`src/rtl/riscv_pkg.sv`:
```
// Shared opcode, funct, ALU-control and sequencer-state definitions for the
// multi-cycle RV64 control unit.
package riscv_pkg;

    localparam logic [6:0] OP_LOAD   = 7'b0000011;
    localparam logic [6:0] OP_STORE  = 7'b0100011;
    localparam logic [6:0] OP_RTYPE  = 7'b0110011;
    localparam logic [6:0] OP_BRANCH = 7'b1100011;

    localparam logic [2:0] F3_LDSD   = 3'b011;
    localparam logic [2:0] F3_ADDSUB = 3'b000;
    localparam logic [2:0] F3_AND    = 3'b111;
    localparam logic [2:0] F3_OR     = 3'b110;
    localparam logic [2:0] F3_BEQ    = 3'b000;

    localparam logic [6:0] F7_BASE   = 7'b0000000;
    localparam logic [6:0] F7_SUB    = 7'b0100000;

    localparam logic [3:0] ALU_ADD   = 4'b0010;
    localparam logic [3:0] ALU_SUB   = 4'b0110;
    localparam logic [3:0] ALU_AND   = 4'b0000;
    localparam logic [3:0] ALU_OR    = 4'b0001;

    typedef enum logic [2:0] {
        ST_FETCH     = 3'd0,
        ST_DECODE    = 3'd1,
        ST_EXECUTE   = 3'd2,
        ST_MEM       = 3'd3,
        ST_WRITEBACK = 3'd4,
        ST_HALT      = 3'd5
    } ctrl_state_t;

endpackage

```
`src/rtl/multicycle_control_unit_if.sv`:
```
// Instruction/data memory handshake bundle between the control unit (master)
// and the memory side (slave).
interface multicycle_control_unit_if;

    logic [31:0] instr_in;
    logic        imem_ready;
    logic        imem_req;
    logic        dmem_ready;
    logic        dmem_req;
    logic        dmem_we;

    modport master (
        output imem_req, dmem_req, dmem_we,
        input  instr_in, imem_ready, dmem_ready
    );

    modport slave (
        input  imem_req, dmem_req, dmem_we,
        output instr_in, imem_ready, dmem_ready
    );

endinterface

```
`src/rtl/alu_control_decoder.sv`:
```
// Combinational decode of opcode/funct3/funct7 into the ALU operation and a
// legality flag for the supported LD/SD/ADD/SUB/AND/OR/BEQ subset.
module alu_control_decoder
    import riscv_pkg::*;
(
    input  logic [6:0] opcode_i,
    input  logic [2:0] funct3_i,
    input  logic [6:0] funct7_i,
    output logic [3:0] alu_control_o,
    output logic       legal_o
);

    // Opcode and funct decode; anything unmatched is flagged illegal.
    always_comb begin
        alu_control_o = ALU_ADD;
        legal_o       = 1'b0;
        case (opcode_i)
            OP_LOAD, OP_STORE: begin
                alu_control_o = ALU_ADD;
                legal_o       = (funct3_i == F3_LDSD);
            end
            OP_BRANCH: begin
                alu_control_o = ALU_SUB;
                legal_o       = (funct3_i == F3_BEQ);
            end
            OP_RTYPE: begin
                case ({funct7_i, funct3_i})
                    {F7_BASE, F3_ADDSUB}: begin
                        alu_control_o = ALU_ADD;
                        legal_o       = 1'b1;
                    end
                    {F7_SUB, F3_ADDSUB}: begin
                        alu_control_o = ALU_SUB;
                        legal_o       = 1'b1;
                    end
                    {F7_BASE, F3_AND}: begin
                        alu_control_o = ALU_AND;
                        legal_o       = 1'b1;
                    end
                    {F7_BASE, F3_OR}: begin
                        alu_control_o = ALU_OR;
                        legal_o       = 1'b1;
                    end
                    default: begin
                        alu_control_o = ALU_ADD;
                        legal_o       = 1'b0;
                    end
                endcase
            end
            default: begin
                alu_control_o = ALU_ADD;
                legal_o       = 1'b0;
            end
        endcase
    end

endmodule

```
`src/rtl/multicycle_control_unit.sv`:
```
// Multi-cycle sequencer for the RV64 datapath: owns PC and IR, steps each
// instruction through FETCH/DECODE/EXECUTE/MEM/WRITEBACK with a memory watchdog.
module multicycle_control_unit
    import riscv_pkg::*;
#(
    parameter logic [63:0] RESET_PC = 64'h0,
    parameter int          TIMEOUT  = 16
)
(
    input  logic                       clk,
    input  logic                       rst_n,
    multicycle_control_unit_if.master  bus,
    input  logic                       alu_zero,
    input  logic [63:0]                imm,
    output logic [63:0]                instructionAddress,
    output logic [31:0]                ir,
    output logic                       reg_write,
    output logic                       alu_src,
    output logic                       mem_to_reg,
    output logic [3:0]                 alu_control,
    output logic [2:0]                 state,
    output logic                       illegal,
    output logic                       bus_error
);

    localparam logic [2:0] S_FETCH     = ST_FETCH;
    localparam logic [2:0] S_DECODE    = ST_DECODE;
    localparam logic [2:0] S_EXECUTE   = ST_EXECUTE;
    localparam logic [2:0] S_MEM       = ST_MEM;
    localparam logic [2:0] S_WRITEBACK = ST_WRITEBACK;
    localparam logic [2:0] S_HALT      = ST_HALT;

    localparam int unsigned     CNT_W    = (TIMEOUT > 2) ? $clog2(TIMEOUT) : 1;
    localparam logic [CNT_W-1:0] TMO_LAST = CNT_W'(TIMEOUT - 1);

    logic [2:0]       state_q, state_d;
    logic [63:0]      pc_q, pc_d;
    logic [31:0]      ir_q, ir_d;
    logic [CNT_W-1:0] cnt_q, cnt_d;
    logic             illegal_q, illegal_d;
    logic             bus_err_q, bus_err_d;

    logic             cnt_inc_s;
    logic             tmo_s;
    logic             is_ld_s;
    logic             is_sd_s;
    logic             is_mem_s;
    logic             is_beq_s;
    logic [3:0]       dec_alu_s;
    logic             dec_legal_s;

    alu_control_decoder u_alu_dec (
        .opcode_i      (ir_q[6:0]),
        .funct3_i      (ir_q[14:12]),
        .funct7_i      (ir_q[31:25]),
        .alu_control_o (dec_alu_s),
        .legal_o       (dec_legal_s)
    );

    assign is_ld_s  = (ir_q[6:0] == OP_LOAD);
    assign is_sd_s  = (ir_q[6:0] == OP_STORE);
    assign is_mem_s = is_ld_s | is_sd_s;
    assign is_beq_s = (ir_q[6:0] == OP_BRANCH);
    assign tmo_s    = (cnt_q == TMO_LAST);

    // Sequencer next-state, PC/IR update and sticky error flags.
    always_comb begin
        state_d   = state_q;
        pc_d      = pc_q;
        ir_d      = ir_q;
        illegal_d = illegal_q;
        bus_err_d = bus_err_q;
        cnt_inc_s = 1'b0;
        case (state_q)
            S_FETCH: begin
                if (bus.imem_ready) begin
                    ir_d    = bus.instr_in;
                    state_d = S_DECODE;
                end else if (tmo_s) begin
                    bus_err_d = 1'b1;
                    state_d   = S_HALT;
                end else begin
                    cnt_inc_s = 1'b1;
                end
            end
            S_DECODE: begin
                if (dec_legal_s) begin
                    state_d = S_EXECUTE;
                end else begin
                    illegal_d = 1'b1;
                    state_d   = S_HALT;
                end
            end
            S_EXECUTE: begin
                if (is_beq_s) begin
                    pc_d    = alu_zero ? (pc_q + imm) : (pc_q + 64'd4);
                    state_d = S_FETCH;
                end else if (is_mem_s) begin
                    state_d = S_MEM;
                end else begin
                    state_d = S_WRITEBACK;
                end
            end
            S_MEM: begin
                // Ready on the final watchdog cycle still completes the access.
                if (bus.dmem_ready) begin
                    if (is_sd_s) begin
                        pc_d    = pc_q + 64'd4;
                        state_d = S_FETCH;
                    end else begin
                        state_d = S_WRITEBACK;
                    end
                end else if (tmo_s) begin
                    bus_err_d = 1'b1;
                    state_d   = S_HALT;
                end else begin
                    cnt_inc_s = 1'b1;
                end
            end
            S_WRITEBACK: begin
                pc_d    = pc_q + 64'd4;
                state_d = S_FETCH;
            end
            S_HALT: begin
                state_d = S_HALT;
            end
            default: begin
                state_d = S_HALT;
            end
        endcase

        if (state_d != state_q) begin
            cnt_d = '0;
        end else if (cnt_inc_s) begin
            cnt_d = cnt_q + CNT_W'(1);
        end else begin
            cnt_d = cnt_q;
        end
    end

    // Sequencer state registers.
    always_ff @(posedge clk or negedge rst_n) begin
        if (!rst_n) begin
            state_q   <= S_FETCH;
            pc_q      <= RESET_PC;
            ir_q      <= 32'h0;
            cnt_q     <= '0;
            illegal_q <= 1'b0;
            bus_err_q <= 1'b0;
        end else begin
            state_q   <= state_d;
            pc_q      <= pc_d;
            ir_q      <= ir_d;
            cnt_q     <= cnt_d;
            illegal_q <= illegal_d;
            bus_err_q <= bus_err_d;
        end
    end

    // Moore control decode; fetch request is also masked while reset is held.
    always_comb begin
        bus.imem_req = 1'b0;
        bus.dmem_req = 1'b0;
        bus.dmem_we  = 1'b0;
        reg_write    = 1'b0;
        alu_src      = 1'b0;
        mem_to_reg   = 1'b0;
        alu_control  = ALU_ADD;
        case (state_q)
            S_FETCH: begin
                bus.imem_req = rst_n;
            end
            S_EXECUTE: begin
                alu_src     = is_mem_s;
                alu_control = dec_alu_s;
            end
            S_MEM: begin
                bus.dmem_req = 1'b1;
                bus.dmem_we  = is_sd_s;
                alu_src      = is_mem_s;
                alu_control  = dec_alu_s;
            end
            S_WRITEBACK: begin
                reg_write   = 1'b1;
                mem_to_reg  = is_ld_s;
                alu_src     = is_mem_s;
                alu_control = dec_alu_s;
            end
            default: begin
                bus.imem_req = 1'b0;
            end
        endcase
    end

    assign instructionAddress = pc_q;
    assign ir                 = ir_q;
    assign state              = state_q;
    assign illegal            = illegal_q;
    assign bus_error          = bus_err_q;

endmodule

```
`src/flat_wrapper.sv`:
```
// flat-port wrapper written by rule: the top's interface ports become plain ports
module multicycle_control_unit_flat import riscv_pkg::*;
#(
    parameter logic [63:0] RESET_PC = 64'h0,
    parameter int          TIMEOUT  = 16
)
  (clk, rst_n, alu_zero, imm, instructionAddress, ir, reg_write, alu_src, mem_to_reg, alu_control, state, illegal, bus_error, bus_imem_req, bus_dmem_req, bus_dmem_we, bus_instr_in, bus_imem_ready, bus_dmem_ready);
  multicycle_control_unit_if bus_i ();
  input  logic clk;
  input  logic rst_n;
  input  logic alu_zero;
  input  logic [63:0] imm;
  output logic [63:0] instructionAddress;
  output logic [31:0] ir;
  output logic reg_write;
  output logic alu_src;
  output logic mem_to_reg;
  output logic [3:0] alu_control;
  output logic [2:0] state;
  output logic illegal;
  output logic bus_error;
  output wire logic [$bits(bus_i.imem_req)-1:0] bus_imem_req;
  output wire logic [$bits(bus_i.dmem_req)-1:0] bus_dmem_req;
  output wire logic [$bits(bus_i.dmem_we)-1:0] bus_dmem_we;
  input wire logic [$bits(bus_i.instr_in)-1:0] bus_instr_in;
  input wire logic [$bits(bus_i.imem_ready)-1:0] bus_imem_ready;
  input wire logic [$bits(bus_i.dmem_ready)-1:0] bus_dmem_ready;
  assign bus_imem_req = bus_i.imem_req;
  assign bus_dmem_req = bus_i.dmem_req;
  assign bus_dmem_we = bus_i.dmem_we;
  assign bus_i.instr_in = bus_instr_in;
  assign bus_i.imem_ready = bus_imem_ready;
  assign bus_i.dmem_ready = bus_dmem_ready;
  multicycle_control_unit #(.RESET_PC(RESET_PC), .TIMEOUT(TIMEOUT)) u_core (.clk(clk), .rst_n(rst_n), .bus(bus_i), .alu_zero(alu_zero), .imm(imm), .instructionAddress(instructionAddress), .ir(ir), .reg_write(reg_write), .alu_src(alu_src), .mem_to_reg(mem_to_reg), .alu_control(alu_control), .state(state), .illegal(illegal), .bus_error(bus_error));
endmodule
```
`config.mk`:
```
export PLATFORM = sky130hd
export DESIGN_NAME = multicycle_control_unit_flat
export DESIGN_NICKNAME = d
export VERILOG_FILES = /design/src/rtl/riscv_pkg.sv /design/src/rtl/multicycle_control_unit_if.sv /design/src/rtl/alu_control_decoder.sv /design/src/rtl/multicycle_control_unit.sv /design/src/flat_wrapper.sv
export SDC_FILE = /design/constraint.sdc
export NUM_CORES = 1
export LEC_CHECK = 0
export CORE_MARGIN = 4
export CORE_UTILIZATION = 45
export CTS_BUF_LIST = sky130_fd_sc_hd__clkbuf_8
export CTS_CLUSTER_SIZE = 16
export DETAILED_ROUTE_END_ITERATION = 8
export GPL_TIMING_DRIVEN = 0
export PLACE_DENSITY = 0.8
export SETUP_SLACK_MARGIN = 0.15
export SLEW_MARGIN = 20
export SYNTH_ARGS = -nofsm -noshare
export SYNTH_HDL_FRONTEND = slang
export SYNTH_HIERARCHICAL = 1
export SYNTH_SLANG_ARGS = --single-unit
export TNS_END_PERCENT = 1
```
`constraint.sdc`:
```
create_clock -name clk -period 3.87 [get_ports clk]
set_input_delay 0.774 -clock clk [delete_from_list [all_inputs] [get_ports clk]]
set_output_delay 0.774 -clock clk [all_outputs]
set_load 0.02 [all_outputs]
```
==> run metrics <==
wirelength, routed 35,760 um; global-route wire length before repair 54,540 um; top post-synthesis cells by area dfrtp_1 (27%), a21oi_1 (8.7%), ha_1 (8.4%); total power 2.341 mW; CTS tree built; Crit Path Category primary input to register; largest family of logic cells by synthesized area compound AO/OA/AOI/OAI gates; Initial DRC Count 1,287; post-synthesis xor/xnor area fraction 5.166%; post-DP HPWL 26,780 um; post-synth top area share 27.19%; via count 11,060; CORE AREA 21,090 um2; Worst Path Required 4.17 ns; total of max-cap violations 0; DRC viols 0; top-level I/O count 212; Ys Warns 6; clock buffer depth 2; Max Slew Vio Count 0; unique cell type count in the Yosys netlist 85; Cell Pwr Density 181.5 nW/um2; Die X 154.5 um; Post-synth ARST share 100.0%; Post-synth EDFFs 0; grt ovf 0; post-synthesis adder-cell area fraction 8.624%; CP startpoint kind primary input; final hold viol count 0; syn nets 1,409; n_diodes 0; Mean Syn Cell Area 7.780 um2; worst slew pin tran 0.8185 ns; FF-to-FF path depth 12; post-synthesis mux area share 3.923%; Post-synth top flop dfrtp_1; die area 23,880 um2; GPL Wtd Cong 0.9347; Yosys top cell by area dfrtp_1; clk root buf clkbuf_8; fmax 268.5 MHz; unrepaired setup endpoints after global routing yes; Rows 53; Initial Utilization 45.82%; wire length per cell 20.34 um; Register-to-Register Setup Slack 0.34 ns; Post-Syn Area 9663 um2; GRT Overall Usage 28.06%; LEAKAGE 5.327 nW; setup TNS 0 ns; Final min period 3.725 ns; skew final 0.02155 ns; sequential element share of the synthesized area 27.19%; Port-buffer cells 210; hold_buf cts 0; H-tree Lvls 3; share of layout cells above drive strength 1 12.07%; die height 154.5 um; initial antenna violation count 0; vias in the first global route 10,160; min-delay worst type primary input to asynchronous set/reset pin; busiest grt layer met2; final setup margin 0.1453 ns; final net count 1,645; Gate Count Post-Synth 1,242; crit end category register; synthesis-to-layout area growth 33.47%; worst path cell trace clkdlybuf4s50_1 > ha_1 > clkbuf_1 > and3_1 > nand2_1 > o21ai_1 > a21oi_1 > o41ai_2 > nor2_1 > a22oi_2 > a21oi_2 > xor2_1 > a211oi_1; crit-path max FO 7; CTS Buf Count 9; vias per cell 6.288; clk sinks 105; Crit Reg-Reg Endpoint u_core/instructionAddress[60]; status completed; Crit-path slowest cell o41ai_2; DRT Pass-1 Iters 7; slowest cell delay on critical path 0.48 ns; CTS clock-pin slew for the worst setup and hold paths 0.12 ns; met1 Use GR 37.99%; post-synthesis simple-gate area fraction 22.74%; flop and latch count out of synthesis 105; worst skew pair latency 0.40 ns; Peak VDD IR 144.2 uV; Compound-Gate Fraction of Synth Area 28.08%; Slew HR 45.43%; fin crit share 96.25%; routing usage on met2 46.26%; worst r2r src u_core/instructionAddress[34]; final antenna-violating net count 0; dpl ws -0.9986 ns; met3 Use GR 5.120%; Final Setup Violations 0; pin count of the biggest net entering global routing 58; Worst Path Arrival 4.02 ns
==> synthesized netlist by cell type (4+ instances only) <==
cell type / instances
a21oi_1: 168
nand2_1: 122
dfrtp_1: 105
nor2_1: 96
o21ai_0: 68
ha_1: 65
clkbuf_1: 60
a21o_1: 41
nand3_1: 37
inv_1: 33
mux2_2: 31
o21ai_1: 31
xnor2_1: 31
nand4_1: 29
nor3_1: 28
xor2_1: 26
a31oi_1: 21
and3_1: 20
a211oi_1: 16
nor2b_1: 16
o22ai_1: 15
or3_1: 14
and2_1: 11
nor4_1: 11
o21bai_1: 10
buf_2: 9
o21a_1: 9
o211ai_1: 6
o31ai_1: 6
or2_1: 6
a21boi_1: 5
a221o_1: 5
o22a_1: 5
a22o_1: 4
nand3b_1: 4
o2111ai_1: 4
o221ai_1: 4
==> cells in the final DEF, fill, tap and decap left out, types with 6 or more instances in the layout <==
cell             instances
a211oi_1                10
a21o_1                  41
a21oi_1                147
a21oi_2                 19
a31oi_1                 20
and2_1                  11
and3_1                  19
buf_2                   10
buf_4                   16
clkbuf_1                48
clkbuf_2                 7
clkbuf_8                 9
clkdlybuf4s50_1        206
dfrtp_1                105
ha_1                    60
inv_1                   32
mux2_2                  31
nand2_1                120
nand3_1                 37
nand4_1                 29
nor2_1                  93
nor2b_1                 14
nor3_1                  25
nor4_1                  11
o211ai_1                 6
o21a_1                   9
o21ai_0                 65
o21ai_1                 27
o21ai_2                  6
o21bai_1                10
o22ai_1                 15
or2_1                    6
or3_1                   14
xnor2_1                 29
xor2_1                  25
==> metal layers <==
metal  part of all wire (%)  up-vias
met1                     41     5233
li1                       -     5059
met3                    9.8       98
met4                    2.9        0
met2                     46      665
met5                      0        -
==> layout make-up <==
cell class	count	area [um2]
Multi-Input combinational cell	1032	7048
Tap cell	275	344.1
Buffer	72	317.8
Timing Repair Buffer	225	2247
Fill cell	1852	8190
Clock inverter	7	65.06
Sequential cell	105	2628
Inverter	33	123.9
Clock buffer	9	123.9
==> worst max-delay path by stage <==
stage | from | to | slack [ns] | depth (start not counted)
4_1_cts | imm[13] | u_core/instructionAddress[62] | 0.08 | 12
6_report | imm[34] | u_core/instructionAddress[60] | 0.15 | 13
3_5_place_dp | imm[0] | u_core/instructionAddress[40] | -1.0 | 15
2_1_floorplan | imm[32] | u_core/instructionAddress[53] | 0.42 | 13
5_1_grt | imm[10] | u_core/instructionAddress[63] | 0.01 | 14
3_3_place_gp | rst_n | bus_imem_req | -2.80 | 3
==> cells by family (layout without fill, tap and decap cells) <==
kind of cell             Yosys count  after routing
AO/OA/AOI/OAI                    444            444
AND/OR/NAND/NOR                  430            430
flip-flops                       105            105
buffers and inverters            105            346
adder cells (fa/ha/maj)           66             66
XOR/XNOR                          57             57
multiplexers                      34             34
other                              1              1
==> repair_timing <==
item                       CTS  global route
buffers inserted             5             9
gates resized for setup     20           106
cloned                       0             0
pin swaps                    7            39
setup endpoints to repair   19            24
==> worst max-delay path: cells and delay by family <==
kind,cells,cell delay [ns]
AO/OA/AOI/OAI,6,1.55
AND/OR/NAND/NOR,3,0.56
XOR/XNOR,1,0.17
buffers and inverters,2,0.68
adder cells (fa/ha/maj),1,0.28
==> sequential cells by signal (all words and copies together), names as in the netlist <==
register                   flops
u_core/bus_error               1
u_core/ir                     32
u_core/state                   3
u_core/instructionAddress     64
u_core/cnt_q                   4
u_core/illegal                 1
==> through the flow <==
stage          cell area, um2  cells  util [%]  hold slack, ns
6_report                12900   1758     61.16          0.3178
5_1_grt                 12900   1758     61.16          0.3545
4_1_cts                 12450   1749     59.05          0.3324
3_5_place_dp            12140   1728     57.56          0.4606
3_3_place_gp            12110   1727     57.42          0.4472
2_1_floorplan            9663   1242         -          0.4784
==> where the power goes <==
group          leakage [nW]  internal, mW  switching, mW
clock                0.0969         0.247          0.434
combinational          3.91         0.251          0.313
sequential             1.32          1.10              0
total                  5.33          1.59          0.747
No activity file was read; power rests on OpenSTA's default activity.
